**config.mk**
```make
export PLATFORM = sky130hd
export DESIGN_NAME = mem_wb_pipe
export DESIGN_NICKNAME = d
export VERILOG_FILES = /design/src/rtl/pipe_pkg.sv /design/src/rtl/pipe_stage.sv /design/src/rtl/mem_wb_pipe.sv
export SDC_FILE = /design/constraint.sdc
export NUM_CORES = 1
export LEC_CHECK = 0
export ABC_AREA = 1
export CELL_PAD_IN_SITES_DETAIL_PLACEMENT = 2
export CELL_PAD_IN_SITES_GLOBAL_PLACEMENT = 2
export CORE_AREA = 2 2 97 99
export CTS_BUF_LIST = sky130_fd_sc_hd__clkbuf_4
export CTS_CLUSTER_SIZE = 40
export DETAILED_ROUTE_END_ITERATION = 8
export DIE_AREA = 0 0 99 101
export DONT_BUFFER_PORTS = 1
export GPL_TIMING_DRIVEN = 0
export PLACE_DENSITY = 0.91
export SYNTH_ARGS = -nofsm -noshare
export SYNTH_HDL_FRONTEND = slang
export SYNTH_SLANG_ARGS = --single-unit
```
**constraint.sdc**
```tcl
create_clock -name clk -period 1.5 [get_ports clk]
set_input_delay 0.225 -clock clk [delete_from_list [all_inputs] [get_ports clk]]
set_output_delay 0.225 -clock clk [all_outputs]
set_load 0.02 [all_outputs]
```
**src/rtl/pipe_pkg.sv**
```systemverilog
// pipe_pkg: shared types for the MEM/WB pipeline register.
//   mem_wb_t : the bundle that travels from the memory stage to write-back
//   BUBBLE   : the all-zero bundle loaded on reset and flush
//   gateCtl  : forces the controls to 0 unless the bundle is valid
package pipe_pkg;
  localparam int DATA_W_DEF = 32;
  localparam int REG_W_DEF  = 5;

  typedef struct packed {
    logic                  valid;
    logic                  jump;
    logic                  mem_to_reg;
    logic                  reg_write;
    logic [DATA_W_DEF-1:0] read_data;
    logic [DATA_W_DEF-1:0] alu_result;
    logic [REG_W_DEF-1:0]  write_reg;
  } mem_wb_t;

  localparam mem_wb_t BUBBLE = '0;

  // An invalid bundle must never write the register file or redirect the PC,
  // whatever the upstream controls say.
  function automatic mem_wb_t gateCtl(input mem_wb_t b);
    mem_wb_t g;
    g            = b;
    g.jump       = b.jump & b.valid;
    g.mem_to_reg = b.mem_to_reg & b.valid;
    g.reg_write  = b.reg_write & b.valid;
    return g;
  endfunction
endpackage

```
**src/rtl/pipe_stage.sv**
```systemverilog
// pipe_stage: one MEM/WB bundle register.
//   clk, rst_n : clock, asynchronous active-low reset (clears to BUBBLE)
//   stall      : hold the current contents
//   flush      : load BUBBLE (wins over stall)
//   d / q      : bundle in / bundle out
module pipe_stage
  import pipe_pkg::*;
(
  input  logic    clk,
  input  logic    rst_n,
  input  logic    stall,
  input  logic    flush,
  input  mem_wb_t d,
  output mem_wb_t q
);

  always_ff @(posedge clk or negedge rst_n) begin
    if (!rst_n)      q <= BUBBLE;
    else if (flush)  q <= BUBBLE;
    else if (!stall) q <= d;
  end

endmodule

```
**src/rtl/mem_wb_pipe.sv**
```systemverilog
// mem_wb_pipe: DEPTH-stage MEM/WB pipeline register with stall/flush,
// write-back mux and optional statistics counters.
//   Params : DATA_W (<= DATA_W_DEF), REG_W (<= REG_W_DEF), DEPTH (1..4)
//   In     : clk, rst_n (async, active low), stall_i, flush_i, valid_i,
//            jump_i, mem_to_reg_i, reg_write_i, read_data_i, alu_result_i,
//            write_reg_i
//   Out    : last-stage bundle (valid_o, jump_o, mem_to_reg_o, reg_write_o,
//            read_data_o, alu_result_o, write_reg_o) and wb_data_o
//   Macro  : PIPE_STAT_EN adds stall_cnt_o / flush_cnt_o (saturating, 16 bit)
module mem_wb_pipe
  import pipe_pkg::*;
#(
  parameter int DATA_W = 32,
  parameter int REG_W  = 5,
  parameter int DEPTH  = 1
) (
  input  logic              clk,
  input  logic              rst_n,
  input  logic              stall_i,
  input  logic              flush_i,
  input  logic              valid_i,
  input  logic              jump_i,
  input  logic              mem_to_reg_i,
  input  logic              reg_write_i,
  input  logic [DATA_W-1:0] read_data_i,
  input  logic [DATA_W-1:0] alu_result_i,
  input  logic [REG_W-1:0]  write_reg_i,
  output logic              valid_o,
  output logic              jump_o,
  output logic              mem_to_reg_o,
  output logic              reg_write_o,
  output logic [DATA_W-1:0] read_data_o,
  output logic [DATA_W-1:0] alu_result_o,
  output logic [REG_W-1:0]  write_reg_o,
  output logic [DATA_W-1:0] wb_data_o
`ifdef PIPE_STAT_EN
  ,
  output logic [15:0]       stall_cnt_o,
  output logic [15:0]       flush_cnt_o
`endif
);

  // stg[0] is the gated input bundle, stg[i+1] is the output of stage i.
  mem_wb_t [DEPTH:0] stg;
  logic    [DEPTH:0] vld_pipe;
  mem_wb_t           inB;

  always_comb begin
    inB            = BUBBLE;
    inB.valid      = valid_i;
    inB.jump       = jump_i;
    inB.mem_to_reg = mem_to_reg_i;
    inB.reg_write  = reg_write_i;
    inB.read_data  = DATA_W_DEF'(read_data_i);
    inB.alu_result = DATA_W_DEF'(alu_result_i);
    inB.write_reg  = REG_W_DEF'(write_reg_i);
  end

  assign stg[0] = gateCtl(inB);

  for (genvar i = 0; i < DEPTH; i++) begin : g_stage
    pipe_stage u_stage (
      .clk   (clk),
      .rst_n (rst_n),
      .stall (stall_i),
      .flush (flush_i),
      .d     (stg[i]),
      .q     (stg[i+1])
    );
  end

  for (genvar i = 0; i <= DEPTH; i++) begin : g_vld
    assign vld_pipe[i] = stg[i].valid;
  end

  assign valid_o      = vld_pipe[DEPTH];
  assign jump_o       = stg[DEPTH].jump;
  assign mem_to_reg_o = stg[DEPTH].mem_to_reg;
  assign reg_write_o  = stg[DEPTH].reg_write;
  assign read_data_o  = DATA_W'(stg[DEPTH].read_data);
  assign alu_result_o = DATA_W'(stg[DEPTH].alu_result);
  assign write_reg_o  = REG_W'(stg[DEPTH].write_reg);
  assign wb_data_o    = mem_to_reg_o ? read_data_o : alu_result_o;

`ifdef PIPE_STAT_EN
  // A flush edge counts only as a flush, even when stall is also high.
  always_ff @(posedge clk or negedge rst_n) begin
    if (!rst_n) begin
      stall_cnt_o <= '0;
      flush_cnt_o <= '0;
    end else if (flush_i) begin
      if (flush_cnt_o != 16'hFFFF) flush_cnt_o <= flush_cnt_o + 16'd1;
    end else if (stall_i) begin
      if (stall_cnt_o != 16'hFFFF) stall_cnt_o <= stall_cnt_o + 16'd1;
    end
  end
`endif

endmodule

```
==> results.ini <==
[place]
placed_area_um2=3390
dpl.hpwl_um=8060
gp_congestion=0.794
io_buffers=0
post-place-ws_ps=-352
dpl.cell_count=505

[logic_synthesis]
yosys.area_share.adder=0
syn_area_um2=3250
synth_compound_area_frac=0.114
synth_nets=471
yosysUniqueCellTypes=12
synth_xor_area_frac=0
ys_warn_count=0
synth.avg_cell_area_um2=8.24
synth_top_family_by_area=simple AND/OR/NAND/NOR gates
ys_ff_latch=73
synthMuxAreaShare=0
synth-simple-area-share=0.238
seq_area_frac_synth=0.563
syn-instance-count=394

[timing]
fmax_mhz=574
finalSetupViolCount=32
setup_ws_ps=-241
min_period_ps=1740
rsz0062_at_grt=true
timing.hold.ws_ps=-511
final_min_period_over_clock_period=1.16
hold_violations=73
worst_slew_pin_slew_ps=420
slew_violations=0
clock_skew_ps=0
relSlewSlack=0.720
fin_tns_setup_ps=-6480

[grt]
grt_remaining_overflow=0
grt_pass1_vias=3897
grtUsageTotal=0.299
antenna_found_initial=0
grt_pass1_wl_um=22700
grt_max_degree=74

[worst_setup_path]
worstPathMaxFanout=5
required_ps=1270
arrival_ps=1520
rr_startpoint=g_stage[0].u_stage.q[70]
cp_slowest_cell=dfrtp_2
cp_common_cell=clkbuf_16
r2r_slack_ps=420
critPathCaptureType=primary output
path_cells=clkbuf_16 > clkbuf_16 > o21ai_4
startpoint=g_stage[0].u_stage.q[70]
reg2regPathDepth=4
start_kind=flip-flop
slowest_delay_ps=530
critPathCapture=wb_data_o[19]
reg2reg_to=g_stage[0].u_stage.q[70]
crit_type=reg2out

[floorplan]
initial_core_util=0.362
fp.dieH_um=101
die_w_um=99
ios=182
dieArea_um2=10000
core-area_um2=8980
core.rowCount=35

[clock_tree]
holdBufCountCts=68
cts-root-buf=clkbuf_4
cts_buffers=9
cts.clk_slew.worst_paths_ps=130
cts_tree=built
clock_sinks=73
htreeDepth=3
clk_latency_ps=410
clock_path_buffers=2

[cells_and_area]
nets=555
diodes=0
fin_area_um2=4850
syn_to_final_growth_pct=49.3
layout.cells.most_common=nand2_1
reg_top3=g_stage.u_stage.q (73)
final_cell_count_no_fill=594
layout_common_cells=nand2_1 (76), dfrtp_1 (72), dlygate4sd3_1 (68), nand3_1 (60), o21ai_0 (42)
drive_gt1_frac=0.222
largest_reg_flops=73
regMostFlops=g_stage.u_stage.q
fillers=902

[routing]
ant_nets=0
wl_um=14700
drcViolationCount=0
routedWlPerCell_um=24.8
dr_total_vias=3255
drt_iter0_drc=101
avgViaCountPerCell=5.48
first_pass_iters=4

[power]
power_density_nw_per_um2=944
ir_worst_vdd_v=0.000451
power_leakage_nw=2.20

[run]
drv_cap=0

[min_path]
hold_path_class=in2async

[status]
violations=negative hold slack, negative setup slack
status=complete, but fails checks

## stage by stage
stage,util,total power [mW]
2_1_floorplan,-,2.66
3_3_place_gp,0.377,2.78
3_5_place_dp,0.377,2.81
4_1_cts,0.524,4.53
5_1_grt,0.540,4.78
6_report,0.540,4.58
## power by group
group / switching (mW) / leakage [nW] / internal, mW
sequential: 0.268 / 0.967 / 2.08
combinational: 0.479 / 1.16 / 0.338
clock: 0.728 / 0.0777 / 0.685
## cell type report
class / count / area [um^2] / area share
Clock buffer: 10 / 75.1 / 0.0155
Timing Repair Buffer: 73 / 778 / 0.161
Sequential cell: 73 / 1830 / 0.377
Buffer: 28 / 250 / 0.0516
Clock inverter: 6 / 82.6 / 0.0170
Multi-Input combinational cell: 258 / 1560 / 0.323
Inverter: 35 / 131 / 0.0271
Tap cell: 111 / 139 / 0.0286
## per-layer routing
| metal | wire length, um | GRT usage | vias to the layer above |
|---|---|---|---|
| li1 | - | - | 1439 |
| met1 | 5480 | 0.334 | 1656 |
| met2 | 7980 | 0.561 | 144 |
| met3 | 1090 | 0.0853 | 16 |
| met4 | 170 | 0.0685 | 0 |
| met5 | 0 | 0 | - |
## critical path, delay by kind of cell (launching register included)
family	cells	cell delay (ps)
buffers and inverters	2	360
DFF	1	530
AOI/OAI and AO/OA	1	220
## worst min-delay path by stage
stage | from | end | cells past startpoint
2_1_floorplan | rst_n | g_stage[0].u_stage.q[0] | 0
3_3_place_gp | rst_n | g_stage[0].u_stage.q[53] | 0
3_5_place_dp | rst_n | g_stage[0].u_stage.q[49] | 0
4_1_cts | rst_n | g_stage[0].u_stage.q[13] | 0
5_1_grt | rst_n | g_stage[0].u_stage.q[53] | 0
6_report | rst_n | g_stage[0].u_stage.q[49] | 0
## timing repair
action	4_1_cts	5_1_grt
resized for setup	116	31
setup endpoints to repair	32	32
setup buffers	2	0
gates cloned	1	2
pin swaps	11	11
hold endpoints to repair	142	73
## cell usage after synthesis, drive strengths merged
cell,number,share of area
nand2,101,0.12
nand3,60,0.092
o21ai,74,0.11
buf,24,0.039
nor2,23,0.027
inv,35,0.040
dfrtp,73,0.56
clkbuf,4,0.0054
## cell families after synthesis
group | Yosys count
AO/OA/AOI/OAI | 74
flip-flops | 73
AND/OR/NAND/NOR | 184
buffers and inverters | 63
Power figures use the tool's default switching activity.
